$ cat src/rtl/fft_out_streamer.sv
// fft_out_streamer: streams FFT result SRAMs out in natural bin order
// through a 2-entry valid/ready buffer.
module fft_out_streamer #(
   parameter int N       = 2048,
   parameter int ADDR_W  = 11,
   parameter int DATA_W  = 41,
   parameter int BIT_REV = 1
) (
   input  logic                     clk,
   input  logic                     rst,
   input  logic                     start,
   output logic                     busy,
   output logic                     done,
   output logic                     mem_rd_en,
   output logic [ADDR_W-1:0]        mem_addr,
   input  logic [DATA_W-1:0]        mem_rd_r,
   input  logic [DATA_W-1:0]        mem_rd_i,
   output logic                     out_valid,
   input  logic                     out_ready,
   output logic signed [DATA_W-1:0] out_r,
   output logic signed [DATA_W-1:0] out_i,
   output logic [ADDR_W-1:0]        out_index,
   output logic                     out_last
);
   typedef enum logic [1:0] {IDLE, RUN, DRAIN} state_t;
   typedef struct packed {
      logic [DATA_W-1:0] r;
      logic [DATA_W-1:0] i;
      logic [ADDR_W-1:0] k;
   } ent_t;

   state_t            state_q, state_d;
   logic [ADDR_W-1:0] k_q, k_d, pend_k_q, rev;
   logic              pend_q, done_q, done_d, hs;
   logic [1:0]        cnt_q, cnt_d;
   ent_t              b0_q, b0_d, b1_q, b1_d, ent;

   assign out_valid = cnt_q != 2'd0;
   assign out_r     = b0_q.r;
   assign out_i     = b0_q.i;
   assign out_index = b0_q.k;
   assign out_last  = out_valid && b0_q.k == ADDR_W'(N - 1);
   assign busy      = state_q != IDLE;
   assign done      = done_q;

   always_comb begin
      for (int b = 0; b < ADDR_W; b++) rev[b] = k_q[ADDR_W-1-b];
      mem_addr = (BIT_REV != 0) ? rev : k_q;
   end

   // cnt_d is the buffer occupancy after this edge; a read is only issued
   // if its data will still find a free slot when it returns.
   always_comb begin
      hs        = out_valid && out_ready;
      cnt_d     = cnt_q + {1'b0, pend_q} - {1'b0, hs};
      mem_rd_en = state_q == RUN && cnt_d < 2'd2;
      done_d    = hs && out_last;
      ent       = '{r: mem_rd_r, i: mem_rd_i, k: pend_k_q};
      b0_d      = (pend_q && (cnt_q == 2'd0 || (cnt_q == 2'd1 && hs))) ? ent : hs ? b1_q : b0_q;
      b1_d      = (pend_q && cnt_q == 2'd1 && !hs) ? ent : b1_q;
      state_d   = state_q;
      k_d       = k_q;
      case (state_q)
         IDLE: if (start) begin
            state_d = RUN;
            k_d     = '0;
         end
         RUN: if (mem_rd_en) begin
            k_d = k_q + 1'b1;
            if (k_q == ADDR_W'(N - 1)) state_d = DRAIN;
         end
         DRAIN: if (done_d) state_d = IDLE;
         default: state_d = IDLE;
      endcase
   end

   always_ff @(posedge clk or posedge rst) begin
      if (rst) begin
         state_q  <= IDLE;
         k_q      <= '0;
         pend_q   <= 1'b0;
         pend_k_q <= '0;
         cnt_q    <= '0;
         b0_q     <= '0;
         b1_q     <= '0;
         done_q   <= 1'b0;
      end else begin
         state_q  <= state_d;
         k_q      <= k_d;
         pend_q   <= mem_rd_en;
         pend_k_q <= mem_rd_en ? k_q : pend_k_q;
         cnt_q    <= cnt_d;
         b0_q     <= b0_d;
         b1_q     <= b1_d;
         done_q   <= done_d;
      end
   end
endmodule

$ cat config.mk
export PLATFORM = sky130hd
export DESIGN_NAME = fft_out_streamer
export DESIGN_NICKNAME = d
export VERILOG_FILES = /design/src/rtl/fft_out_streamer.sv
export SDC_FILE = /design/constraint.sdc
export NUM_CORES = 1
export LEC_CHECK = 0
export ABC_CLOCK_PERIOD_IN_PS = 19900
export BUFFER_PORTS_ARGS = -buffer_cell sky130_fd_sc_hd__buf_2
export CAP_MARGIN = 15
export CORE_ASPECT_RATIO = 1.2
export CORE_MARGIN = 2
export CORE_UTILIZATION = 55
export DETAILED_ROUTE_END_ITERATION = 12
export GPL_TIMING_DRIVEN = 1
export PLACE_DENSITY_LB_ADDON = 0.2
export SKIP_CTS_REPAIR_TIMING = 1
export SLEW_MARGIN = 40
export SYNTH_ARGS = -nofsm -noshare
export SYNTH_HDL_FRONTEND = slang
export SYNTH_SLANG_ARGS = --single-unit
export TNS_END_PERCENT = 100
$ cat constraint.sdc
create_clock -name clk -period 19.9 [get_ports clk]
set_clock_uncertainty 0.2 [all_clocks]
set_input_delay 3.98 -clock clk [delete_from_list [all_inputs] [get_ports clk]]
set_output_delay 3.98 -clock clk [all_outputs]
set_load 0.005 [all_outputs]
== After elaboration in Yosys (flattened, before gate mapping) ==
Cells that the tools add are included.
Storage, ports and cells
  register bits after elaboration: 214
  output and inout bits: 109
Cells by class
  reductions and logical operators: 18
  magnitude comparators: 1
  multiplexer cells: 10
  $add $sub $neg: 3
  equal/unequal tests: 9
Operators by type and width (number)
  93-bit two-way mux: 2
  11-bit == test, second input constant: 2
  11-bit two-way mux: 2
  11-bit case mux with 2 select lines: 1
  11-bit by 1-bit adder with 11-bit output, second input constant: 1
  1-bit logical AND: 8
  2-bit two-way mux: 4
  2-bit nonzero test: 4
  2-bit inequality test, second input constant: 3
  2-bit case mux with 3 select lines: 1
  2-bit by 1-bit == test with 1-bit output, second input constant: 2
  2-bit logical NOT: 2
  4-bit AND reduction: 1
  3-bit AND reduction: 1
  2-bit by 1-bit adder with 2-bit output: 1
  2-bit == test, second input constant: 1
  2-bit < comparator, second input constant: 1
  2-bit by 1-bit inequality test with 1-bit output, second input constant: 1
  2-bit by 1-bit subtractor with 2-bit output: 1
  1-bit logical NOT: 1
  1-bit logical OR: 1

== Longest topological paths before layout ==
Gate-level depths: netlist of run 1.
  depth after elaboration: 7
  depth in mapped cells: 11
  gate-level depth less buffers: 9

== Least setup slack after synthesis of run 1 ==
Ideal clock, no wire load.
  path type: input to output
  from: in out_ready
  to: out mem_rd_en
  path slack: 10.268 ns
  cell stages on the path: 9
  required time: 15.720 ns
  arrival: 5.452 ns
  path through: o21a_1 ha_1 inv_1 ha_1 xor3_2 or2_1 buf_6 inv_6 buf_4
On the way
  word-level cells in the longest chain between the ends: 4
Ends and longest elaborated chain
  start: declaration: RTL line 19  | input logic out_ready,
  1-bit logical AND: RTL line 54  | hs = out_valid && out_ready;
  2-bit by 1-bit subtractor with 2-bit output: RTL line 55  | cnt_d = cnt_q + {1'b0, pend_q} - {1'b0, hs};
  via cnt_d[1]: RTL line 35  | logic [1:0] cnt_q, cnt_d;
  2-bit < comparator: RTL line 56  | mem_rd_en = state_q == RUN && cnt_d < 2'd2;
  1-bit logical AND: RTL line 56
  end: declaration: RTL line 14  | output logic mem_rd_en,
The timed path passes the listed nets, and every way through them passes these cells.

== Worst setup path in the final report of run 1 ==
Ends and elaborated chain as after synthesis.

==> reports/summary.log, run 1 <==
INFO  yosys          synth.largest_area_cell=dfrtp_1
INFO  placed_design  place.detailed.hpwl=12.5mm
INFO  route          drtIter0Drc=339
INFO  placed_design  place_inst=1,114
INFO  sta            totalNegativeSetupSlack=0ps
INFO  finish         final-seq-area=0.00536sqmm
INFO  cts            clock-sinks=214
INFO  route          postRouteAntennaNets=0
INFO  route          post_drt_wl_per_cell=16.2um
INFO  finish         layout.cells.non_filler=1,154
INFO  yosys          post_synth_num_cell_types=34
INFO  worst_setup_path start_kind=primary input
INFO  worst_setup_path critPathMaxFanout=16
INFO  cts            cts_tree=done
INFO  sta            fmax=98.4MHz
INFO  floorplanning  boundaryPins=195
INFO  min_path       min-delay-path-class=register to register
INFO  finish         final_cell_mix=dfrtp_1, buf_2, nand2_1
INFO  finish         n_diodes=0
INFO  worst_setup_path endpoint_kind=primary output
INFO  yosys          register_area_share_after_synthesis=59.7%
INFO  floorplanning  fp.dieW=121um
INFO  sta            unrepaired_setup_endpoints_after_global_routing=no
INFO  worst_setup_path critical_path_required=15,720ps
INFO  yosys          post_synth.cell_area_avg=12.1squm
INFO  cts            cts_root_buf=clkbuf_16
INFO  status         status=completed
INFO  power_and_ir_drop worst_voltage_drop_across_the_vdd_grid=0.108mV
INFO  sta            drv_slew=0
INFO  global_route   grt_overflow_total=0
INFO  global_route   grt_usage=21.4%
INFO  yosys          syn-num-nets=829
INFO  route          maxUsedRoutingLayer=met5
INFO  finish         layout_stage_area_growth_over_the_synthesis_result=21.9%
INFO  route          met2RoutedLength=9.17mm
INFO  floorplanning  die_height=144um
INFO  finish         filler_cell_count=1,274
INFO  cts            cts.path.max_buffers=3
INFO  cts            cts_buffers=22
INFO  cts            clock_latency=490ps
INFO  global_route   vias_in_the_first_global_route=6,039
INFO  route          finalWirelength=18.7mm
INFO  placed_design  routabilityCongestion=0.816
INFO  floorplanning  die-area=0.0173sqmm
INFO  route          post_dr_vias_cell=5.27
INFO  yosys          yosys_register_bits=214
INFO  worst_setup_path arrival=5980ps
INFO  finish         multiInputGateArea=0.00339sqmm
INFO  route          drt-pass1-iter-count=4
INFO  global_route   grt_start_max_net_pins=102
INFO  finish         utilization=67.9%
INFO  yosys          post_syn_area=0.00896sqmm
INFO  yosys          yosys-top-cells-area=dfrtp_1, mux2_2, mux2i_1, nand2_1, o21ai_0
INFO  sta            timing.hold.ws=272ps
INFO  route          detailroute.wirelength.met3=860um
INFO  sta            report.final.hold_viol_count=0
INFO  finish         layout.cells.most_common=dfrtp_1
INFO  finish         fraction_of_final_layout_cells_sized_beyond_drive_strength_1=36.2%
INFO  global_route   antenna_found_initial=1
INFO  sta            max_slew_margin=44.1%
INFO  worst_setup_path critical_path_class=primary input to primary output
INFO  power_and_ir_drop total_leakage_power=5.66nW
INFO  yosys          ys_warn_count=0
INFO  route          route.detailed.drc=0
INFO  power_and_ir_drop total_power=1.84mW
INFO  yosys          syn_inst=740
INFO  route          vias=6,083
INFO  route          drt-met1-wl=8.04mm
INFO  floorplanning  fp_rows=51
INFO  sta            fin_crit_sh=51.0%
INFO  cts            clk_transition_reported_paths=60ps
INFO  global_route   grt_pass1_wl=29.8mm
INFO  placed_design  place.port_buffers=194
INFO  yosys          yosysTopAreaCellShare=59.7%
INFO  cts            cts_htree_levels=1
INFO  finish         final_net_count=1,015
INFO  sta            post-route-min-period=10,160ps
INFO  sta            timing_worst_slew_pin_value=839ps
INFO  run            maxCapViolations=0
INFO  power_and_ir_drop power-per-cell-area=168mW/mm^2
INFO  floorplanning  initial_utilization=55.8%
INFO  sta            setup_failing_eps_final=0
INFO  floorplanning  core_footprint=0.0161sqmm
[area by class of cell]
class	instances	area share (%)
Clock buffer	33	5.98
Clock inverter	7	1.04
Inverter	7	0.355
Multi-Input combinational cell	475	31.0
Sequential cell	214	49.0
Tap cell	212	2.43
Timing Repair Buffer	206	10.1
[logic make-up (layout without fill, tap and decap cells)]
family                     Yosys count  after routing  synth area share [%]
DFF                                214            214                  59.7
muxes                              188            188                  22.3
and+or+nand+nor                    177            177                  8.23
AOI/OAI and AO/OA                   99             99                  5.67
buffers and inverters               51            253                  2.69
xor gates and xnor gates             8              8                 0.963
adders and majority gates            3              3                 0.419
[where the power goes]
group	internal (mW)	switching, mW
sequential	0.639	0.118
combinational	0.316	0.333
clock	0.266	0.165
total	1.22	0.616
[synth_stat cells]
cell type and count:
dfrtp_1 214, nand2_1 134, mux2i_1 95, o21ai_0 94, mux2_2 93, buf_2 27, clkbuf_1 14, nor2_1 14
nand3_1 7, xnor2_1 7, inv_1 6, nand4_1 5, nor4_1 4, ha_1 3, nor3_1 3, nand4b_1 2
a211oi_1 1, a21oi_2 1, and2_1 1, and2b_1 1, buf_1 1, buf_4 1, buf_6 1, inv_6 1
nand2b_1 1, nand4_2 1, nor3b_1 1, o21a_1 1, o21ai_1 1, o32ai_1 1, or2_1 1, or2_2 1
or3_1 1, xor3_2 1
[final timing paths]
check	from	to	slack, ps	depth (start not counted)
min reg2reg	out_r[2]$_DFFE_PP0P_	out_r[2]$_DFFE_PP0P_	270	2
min	out_r[2]$_DFFE_PP0P_	out_r[2]$_DFFE_PP0P_	270	2
min in group asynchronous	rst	out_r[20]$_DFFE_PP0P_	3400	2
max	out_ready	mem_rd_en	9740	9
max reg2reg	cnt_q[1]$_DFF_PP0_	b1_q[43]$_DFFE_PP0P_	16740	5
max in group asynchronous	rst	out_i[36]$_DFFE_PP0P_	14390	4
[state kept, by name, summed over array words and instances (netlist names)]
signal and count:
b1_q 93, cnt_q 2, done 1, k_q 11, out_i 41, out_index 11, out_r 41, pend_k_q 11
pend_q 1, state_q 2
[per-stage QoR]
| stage | area, sq um | worst slack, ps |
|---|---|---|
| final | 10900 | 9740 |
| after global routing | 10900 | 9590 |
| after CTS | 10900 | 9720 |
| after detailed placement | 10200 | 9730 |
| after global placement | 10100 | 9790 |
| after floorplan | 8960 | 9870 |
[layer usage]
| metal | vias up | track usage [%] |
|---|---|---|
| li1 | 2921 | - |
| met1 | 2964 | 28.6 |
| met2 | 155 | 35.9 |
| met3 | 41 | 3.10 |
| met4 | 2 | 7.77 |
| met5 | - | 0 |
[critical path, stage by stage]
cell and delay [ps]:
buf_2 130, o21a_1 220, ha_1 250, inv_1 50
ha_1 150, xor3_2 350, or2_1 480, inv_6 210
buf_2 140
No activity file was read; power rests on OpenSTA's default activity.
==> inputs of run 2 (changes only) <==
--- a/config.mk
+++ b/config.mk
@@ -5,12 +5,12 @@
 export SDC_FILE = /design/constraint.sdc
 export NUM_CORES = 1
 export LEC_CHECK = 0
-export ABC_CLOCK_PERIOD_IN_PS = 19900
+export ABC_CLOCK_PERIOD_IN_PS = 10600
 export BUFFER_PORTS_ARGS = -buffer_cell sky130_fd_sc_hd__buf_2
 export CAP_MARGIN = 15
 export CORE_ASPECT_RATIO = 1.2
 export CORE_MARGIN = 2
-export CORE_UTILIZATION = 55
+export CORE_UTILIZATION = 54
 export DETAILED_ROUTE_END_ITERATION = 12
 export GPL_TIMING_DRIVEN = 1
 export PLACE_DENSITY_LB_ADDON = 0.2
==> constraint.sdc (replaced) <==
create_clock -name clk -period 10.6 [get_ports clk]
set_clock_uncertainty 0.2 [all_clocks]
set_input_delay 2.12 -clock clk [delete_from_list [all_inputs] [get_ports clk]]
set_output_delay 2.12 -clock clk [all_outputs]
set_load 0.005 [all_outputs]
==> reports/summary.log, run 2 (synthesis gave the netlist of run 1 again) <==
INFO  status         status=completed
INFO  route          finalWirelength=18.6mm [-0.26%]
INFO  sta            unrepaired_setup_endpoints_after_global_routing=no
INFO  power_and_ir_drop power.switching_fraction=33.5% [about the same]
INFO  sta            drv_slew=0 [unchanged]
INFO  global_route   antenna_found_initial=1 [unchanged]
INFO  route          vias=6,011 [-1.2%]
INFO  route          detailroute.wirelength.met3=915um [+6.4%]
INFO  sta            report.final.hold_viol_count=0 [unchanged]
INFO  power_and_ir_drop total_switching_power=1.14mW [+85%]
INFO  sta            fin_crit_sh=60.8%
INFO  sta            timing_worst_slew_pin_value=722ps [-117 ps]
INFO  cts            cts_tree=done
INFO  power_and_ir_drop total_leakage_power=5.63nW [-0.54%]
INFO  route          post_drt_wl_per_cell=16.2um [about the same]
INFO  power_and_ir_drop power.share.sequential=41.6% [+0.4 points]
INFO  floorplanning  fp_rows=51 [unchanged]
INFO  floorplanning  die_height=145um [+0.90%]
INFO  power_and_ir_drop power-per-cell-area=313mW/mm^2 [+86%]
INFO  finish         final_net_count=1,012 [-0.30%]
INFO  worst_setup_path start_kind=primary input
INFO  floorplanning  boundaryPins=195 [unchanged]
INFO  worst_setup_path endpoint_kind=primary output
INFO  floorplanning  initial_utilization=55.1% [-0.66 points]
INFO  worst_setup_path critical_path_required=8280ps [-7440 ps]
INFO  worst_setup_path critical_path_class=primary input to primary output
INFO  cts            cts_buffers=22 [unchanged]
INFO  finish         fraction_of_final_layout_cells_sized_beyond_drive_strength_1=36.1% [-0.13 points]
INFO  global_route   vias_in_the_first_global_route=5,977 [-1.0%]
INFO  cts            clock-sinks=214 [unchanged]
INFO  power_and_ir_drop p_int=2.26mW [+85%]
INFO  power_and_ir_drop worst_voltage_drop_across_the_vdd_grid=0.270mV [+150%]
INFO  finish         layout.cells.most_common=dfrtp_1
INFO  cts            clk_transition_reported_paths=50ps [about the same]
INFO  global_route   grt_usage=21.2% [-0.19 points]
INFO  worst_setup_path crit_path_start=out_ready
INFO  route          postRouteAntennaNets=0 [unchanged]
INFO  finish         layout.cell_area.non_filler=0.0109sqmm [-0.54%]
INFO  placed_design  place.detailed.hpwl=12.3mm [-2.2%]
INFO  run            maxCapViolations=0 [unchanged]
INFO  route          maxUsedRoutingLayer=met4
INFO  placed_design  place_inst=1,111 [-0.27%]
INFO  worst_setup_path critPathMaxFanout=16 [unchanged]
INFO  finish         final_cell_mix=dfrtp_1, buf_2, nand2_1
INFO  global_route   grt_pass1_wl=30.3mm [+1.7%]
INFO  finish         layout_stage_area_growth_over_the_synthesis_result=21.2%
INFO  worst_setup_path arrival=4120ps [-1860 ps]
INFO  worst_setup_path rr_startpoint=pend_q$_DFF_PP0_
INFO  worst_setup_path regToRegEndpoint=out_r[6]$_DFFE_PP0P_
INFO  floorplanning  die-area=0.0177sqmm [+1.8%]
INFO  power_and_ir_drop combPwrFrac=35.5% [about the same]
INFO  finish         max_reg_flops=93 [unchanged]
INFO  global_route   grt_start_max_net_pins=143 [+40%]
INFO  finish         layout.cells.non_filler=1,150 [-0.35%]
INFO  finish         filler_cell_count=1,272 [-0.16%]
INFO  power_and_ir_drop clock_power_share=22.9% [-0.6 points]
INFO  placed_design  dpl_worst_slack=4170ps [-5560 ps]
INFO  cts            cts.path.max_buffers=3 [unchanged]
INFO  placed_design  place.port_buffers=194 [unchanged]
INFO  route          post_dr_vias_cell=5.23 [-0.84%]
INFO  cts            cts_htree_levels=1 [unchanged]
INFO  route          drt-pass1-iter-count=4 [unchanged]
INFO  sta            fmax=155MHz
INFO  worst_setup_path reg2reg_setup_slack=7770ps [-8970 ps]
INFO  route          route.detailed.drc=0 [unchanged]
INFO  cts            clock_latency=480ps [about the same]
INFO  min_path       timing.hold.worst.start=out_r[32]$_DFFE_PP0P_
INFO  placed_design  postPlaceCellArea=0.0101sqmm [-0.33%]
INFO  worst_setup_path worstSetupEndpoint=mem_rd_en
INFO  global_route   grt_overflow_total=0 [unchanged]
INFO  sta            max_slew_margin=51.9% [+7.8 points]
INFO  route          drt-met1-wl=7.83mm [-2.6%]
INFO  finish         utilization=66.8% [-1.2 points]
INFO  sta            setup_failing_eps_final=0 [unchanged]
INFO  route          met2RoutedLength=9.44mm [+2.9%]
INFO  min_path       min-delay-path-class=register to register
INFO  sta            post-route-min-period=6440ps
INFO  sta            totalNegativeSetupSlack=0ps [unchanged]
INFO  cts            cts_root_buf=clkbuf_16
INFO  sta            layout_setup_ws=4160ps [-5590 ps]
INFO  floorplanning  fp.dieW=122um [+0.89%]
INFO  placed_design  routabilityCongestion=0.815 [about the same]
INFO  finish         regMostFlops=b1_q
INFO  route          drtIter0Drc=410 [+21%]
INFO  floorplanning  core_footprint=0.0163sqmm [+1.2%]
INFO  worst_setup_path r2r.worst_path.cells=8 [+3]
## run 2: layer usage
| layer | global-route usage (%) | up-vias |
|---|---|---|
| li1 | - | 2929 |
| met1 | 27.3 | 2899 |
| met2 | 36.8 | 148 |
| met3 | 3.18 | 35 |
| met4 | 6.90 | 0 |
| met5 | 0 | - |
## run 2: per-stage QoR
step,power (mW),hold WS [ps]
after floorplan,2.25,259
after global placement,2.59,256
after detailed placement,2.65,264
after CTS,3.44,278
after global routing,3.66,304
final,3.40,271
## run 2: how the worst min path moves through the flow
stage                                   end  depth (start not counted)
global route          out_r[24]$_DFFE_PP0P_                          2
detailed placement    out_i[19]$_DFFE_PP0P_                          2
CTS                   out_r[32]$_DFFE_PP0P_                          2
finish                out_r[32]$_DFFE_PP0P_                          2
floorplan           pend_k_q[8]$_DFFE_PP0P_                          2
global placement       out_r[6]$_DFFE_PP0P_                          2
## run 2: power groups by stage
stage | combinational [mW] | sequential (mW) | clock, mW
finish | 1.20 | 1.41 | 0.777
CTS | 1.23 | 1.42 | 0.797
global route | 1.36 | 1.46 | 0.834
global placement | 1.18 | 1.41 | 0
floorplan | 0.851 | 1.40 | 0
detailed placement | 1.22 | 1.43 | 0
## run 2: worst max-delay path, stage by stage
cell,delay (ps)
buf_2,130
o21a_1,230
ha_1,260
inv_1,50
ha_1,140
xor3_2,340
or2_1,490
inv_6,210
buf_2,130
## run 2: final cells by class
type	instances	area [sq um]	area share [%]
clock buffers	32	659	6.07
clock inverters	6	80.1	0.737
well taps	212	265	2.44
flip-flops and latches	214	5360	49.3
diodes	1	2.50	0.0230
multi-input cells	475	3390	31.2
inverters	7	43.8	0.403
repair buffers	203	1070	9.83
==> inputs of run 3 (changes only) <==
--- a/config.mk
+++ b/config.mk
@@ -5,12 +5,12 @@
 export SDC_FILE = /design/constraint.sdc
 export NUM_CORES = 1
 export LEC_CHECK = 0
-export ABC_CLOCK_PERIOD_IN_PS = 10600
+export ABC_CLOCK_PERIOD_IN_PS = 5300
 export BUFFER_PORTS_ARGS = -buffer_cell sky130_fd_sc_hd__buf_2
 export CAP_MARGIN = 15
 export CORE_ASPECT_RATIO = 1.2
 export CORE_MARGIN = 2
-export CORE_UTILIZATION = 54
+export CORE_UTILIZATION = 49
 export DETAILED_ROUTE_END_ITERATION = 12
 export GPL_TIMING_DRIVEN = 1
 export PLACE_DENSITY_LB_ADDON = 0.2
==> constraint.sdc (replaced) <==
create_clock -name clk -period 5.3 [get_ports clk]
set_clock_uncertainty 0.2 [all_clocks]
set_input_delay 1.06 -clock clk [delete_from_list [all_inputs] [get_ports clk]]
set_output_delay 1.06 -clock clk [all_outputs]
set_load 0.005 [all_outputs]
==> reports/summary.log, run 3 (synthesis gave the netlist of run 1 again) <==
INFO  worst_setup_path start_kind=primary input
INFO  worst_setup_path critPathMaxFanout=16 [unchanged]
INFO  sta            fmax=230MHz
INFO  route          post_dr_vias_cell=5.20 [-0.58%]
INFO  worst_setup_path crit_path_start=out_ready
INFO  route          finalWirelength=18.4mm [-1.1%]
INFO  worst_setup_path rr_startpoint=cnt_q[1]$_DFF_PP0_
INFO  sta            drv_slew=0 [unchanged]
INFO  worst_setup_path reg2reg_setup_slack=2520ps [-5250 ps]
INFO  min_path       timing.hold.worst.start=out_r[13]$_DFFE_PP0P_
INFO  cts            cts_htree_levels=1 [unchanged]
INFO  power_and_ir_drop total_leakage_power=5.59nW [-0.59%]
INFO  route          vias=6,018 [+0.12%]
INFO  route          post_drt_wl_per_cell=15.9um [-1.8%]
INFO  finish         layout.cells.most_common=dfrtp_1
INFO  power_and_ir_drop power-per-cell-area=618mW/mm^2 [+98%]
INFO  sta            timing_worst_slew_pin_value=717ps [-5.24 ps]
INFO  finish         final_net_count=1,008 [-0.40%]
INFO  finish         layout.cell_area.non_filler=0.0108sqmm [-0.37%]
INFO  cts            clk_transition_reported_paths=60ps [about the same]
INFO  finish         multiInputGateArea=0.00339sqmm [unchanged]
INFO  cts            cts_buffers=22 [unchanged]
INFO  sta            unrepaired_setup_endpoints_after_global_routing=no
INFO  global_route   grt_overflow_total=0 [unchanged]
INFO  finish         filler_cell_count=1,512 [+19%]
INFO  min_path       worstHoldPathCells=2 [unchanged]
INFO  sta            max_slew_margin=52.2% [+0.35 points]
INFO  min_path       whs_endpoint=out_r[13]$_DFFE_PP0P_
INFO  global_route   grt_pass1_wl=29.9mm [-1.4%]
INFO  worst_setup_path critical_path_class=primary input to primary output
INFO  placed_design  routabilityCongestion=0.788 [-3.3%]
INFO  finish         layout_stage_area_growth_over_the_synthesis_result=20.8%
INFO  status         status=completed
INFO  route          route.detailed.drc=0 [unchanged]
INFO  worst_setup_path regToRegEndpoint=k_q[9]$_DFFE_PP0P_
INFO  floorplanning  fp.dieW=127um [+4.8%]
INFO  global_route   antenna_found_initial=0 [-1]
INFO  cts            cts_root_buf=clkbuf_16
INFO  placed_design  place.detailed.hpwl=11.5mm [-6.1%]
INFO  sta            post-route-min-period=4360ps
INFO  floorplanning  boundaryPins=195 [unchanged]
INFO  cts            clock-sinks=214 [unchanged]
INFO  route          drt-pass1-iter-count=4 [unchanged]
INFO  sta            fin_crit_sh=82.2%
INFO  route          drtIter0Drc=300 [-27%]
INFO  worst_setup_path critical_path_required=4040ps [-4240 ps]
INFO  floorplanning  core_footprint=0.0180sqmm [+11%]
INFO  floorplanning  die-area=0.0194sqmm [+9.9%]
INFO  placed_design  place.port_buffers=194 [unchanged]
INFO  power_and_ir_drop worst_voltage_drop_across_the_vdd_grid=0.703mV [+160%]
INFO  finish         regMostFlops=b1_q
INFO  min_path       min-delay-path-class=register to register
INFO  sta            report.final.hold_viol_count=0 [unchanged]
INFO  worst_setup_path endpoint_kind=primary output
INFO  worst_setup_path r2r.worst_path.cells=9 [+1]
INFO  sta            setup_failing_eps_final=0 [unchanged]
INFO  global_route   grt_usage=18.8% [-2.5 points]
INFO  finish         n_diodes=0 [-1]
INFO  global_route   grt_start_max_net_pins=187 [+31%]
INFO  finish         fraction_of_final_layout_cells_sized_beyond_drive_strength_1=35.8% [-0.31 points]
INFO  placed_design  postPlaceCellArea=0.0101sqmm [+0.12%]
INFO  finish         max_reg_flops=93 [unchanged]
INFO  run            maxCapViolations=0 [unchanged]
INFO  cts            clock_latency=490ps [about the same]
INFO  route          postRouteAntennaNets=0 [unchanged]
INFO  floorplanning  initial_utilization=49.7% [-5.4 points]
INFO  cts            cts_tree=done
INFO  global_route   vias_in_the_first_global_route=5,823 [-2.6%]
INFO  cts            cts.path.max_buffers=3 [unchanged]
INFO  sta            totalNegativeSetupSlack=0ps [unchanged]
INFO  finish         final-seq-area=0.00536sqmm [unchanged]
INFO  floorplanning  die_height=152um [+4.8%]
INFO  floorplanning  fp_rows=54 [+5.9%]
INFO  finish         final_cell_mix=dfrtp_1, buf_2, nand2_1
INFO  worst_setup_path arrival=3100ps [-1020 ps]
run 3: report_power, final:
part	total [mW]	internal [mW]	switching [mW]	leakage [nW]
sequential	2.83	2.40	0.433	2.65
combinational	2.38	1.16	1.23	2.59
clock	1.47	0.862	0.612	0.349
run 3: worst max-delay path by stage:
stage                          end  slack [ps]  cells after the start
2_1_floorplan  b1_q[0]$_DFFE_PP0P_        1260                      1
3_5_place_dp             mem_rd_en         930                      9
3_3_place_gp             mem_rd_en         960                      9
4_1_cts                  mem_rd_en         920                      9
6_report                 mem_rd_en         940                      9
5_1_grt                  mem_rd_en         790                      9
run 3: per-layer routing:
layer  part of all wire (%)  routed length (um)  up-vias  track usage (%)
li1                       -                   -     2930                -
met5                      0                   0        -                0
met2                     49                9040      140             30.9
met1                     44                8140     2920             25.9
met3                    4.9                 903       28             3.13
met4                    1.9                 347        0             5.18
run 3: final cells by class:
class / instances / area share, %
clock buffer: 33 / 6.13
clock inverter: 6 / 0.277
inverter: 7 / 0.324
multi-input combinational: 475 / 31.3
sequential: 214 / 49.5
tap: 224 / 2.59
timing repair buffer: 199 / 9.89
run 3: stage by stage:
stage | instances | setup slack [ps] | util (%) | power, mW | hold WS [ps]
after floorplan | 740 | 1260 | - | 4.51 | 259
after global placement | 1119 | 959 | 56.2 | 5.19 | 256
after detailed placement | 1119 | 932 | 56.2 | 5.29 | 264
after CTS | 1158 | 921 | 60.0 | 6.79 | 278
after global routing | 1158 | 787 | 60.0 | 7.21 | 295
final | 1158 | 943 | 60.0 | 6.69 | 271
run 3: critical path, stage by stage:
cell and delay [ps]:
buf_2 130, o21a_1 230, ha_1 260, inv_1 50
ha_1 140, xor3_2 350, or2_1 500, inv_6 230
buf_2 140
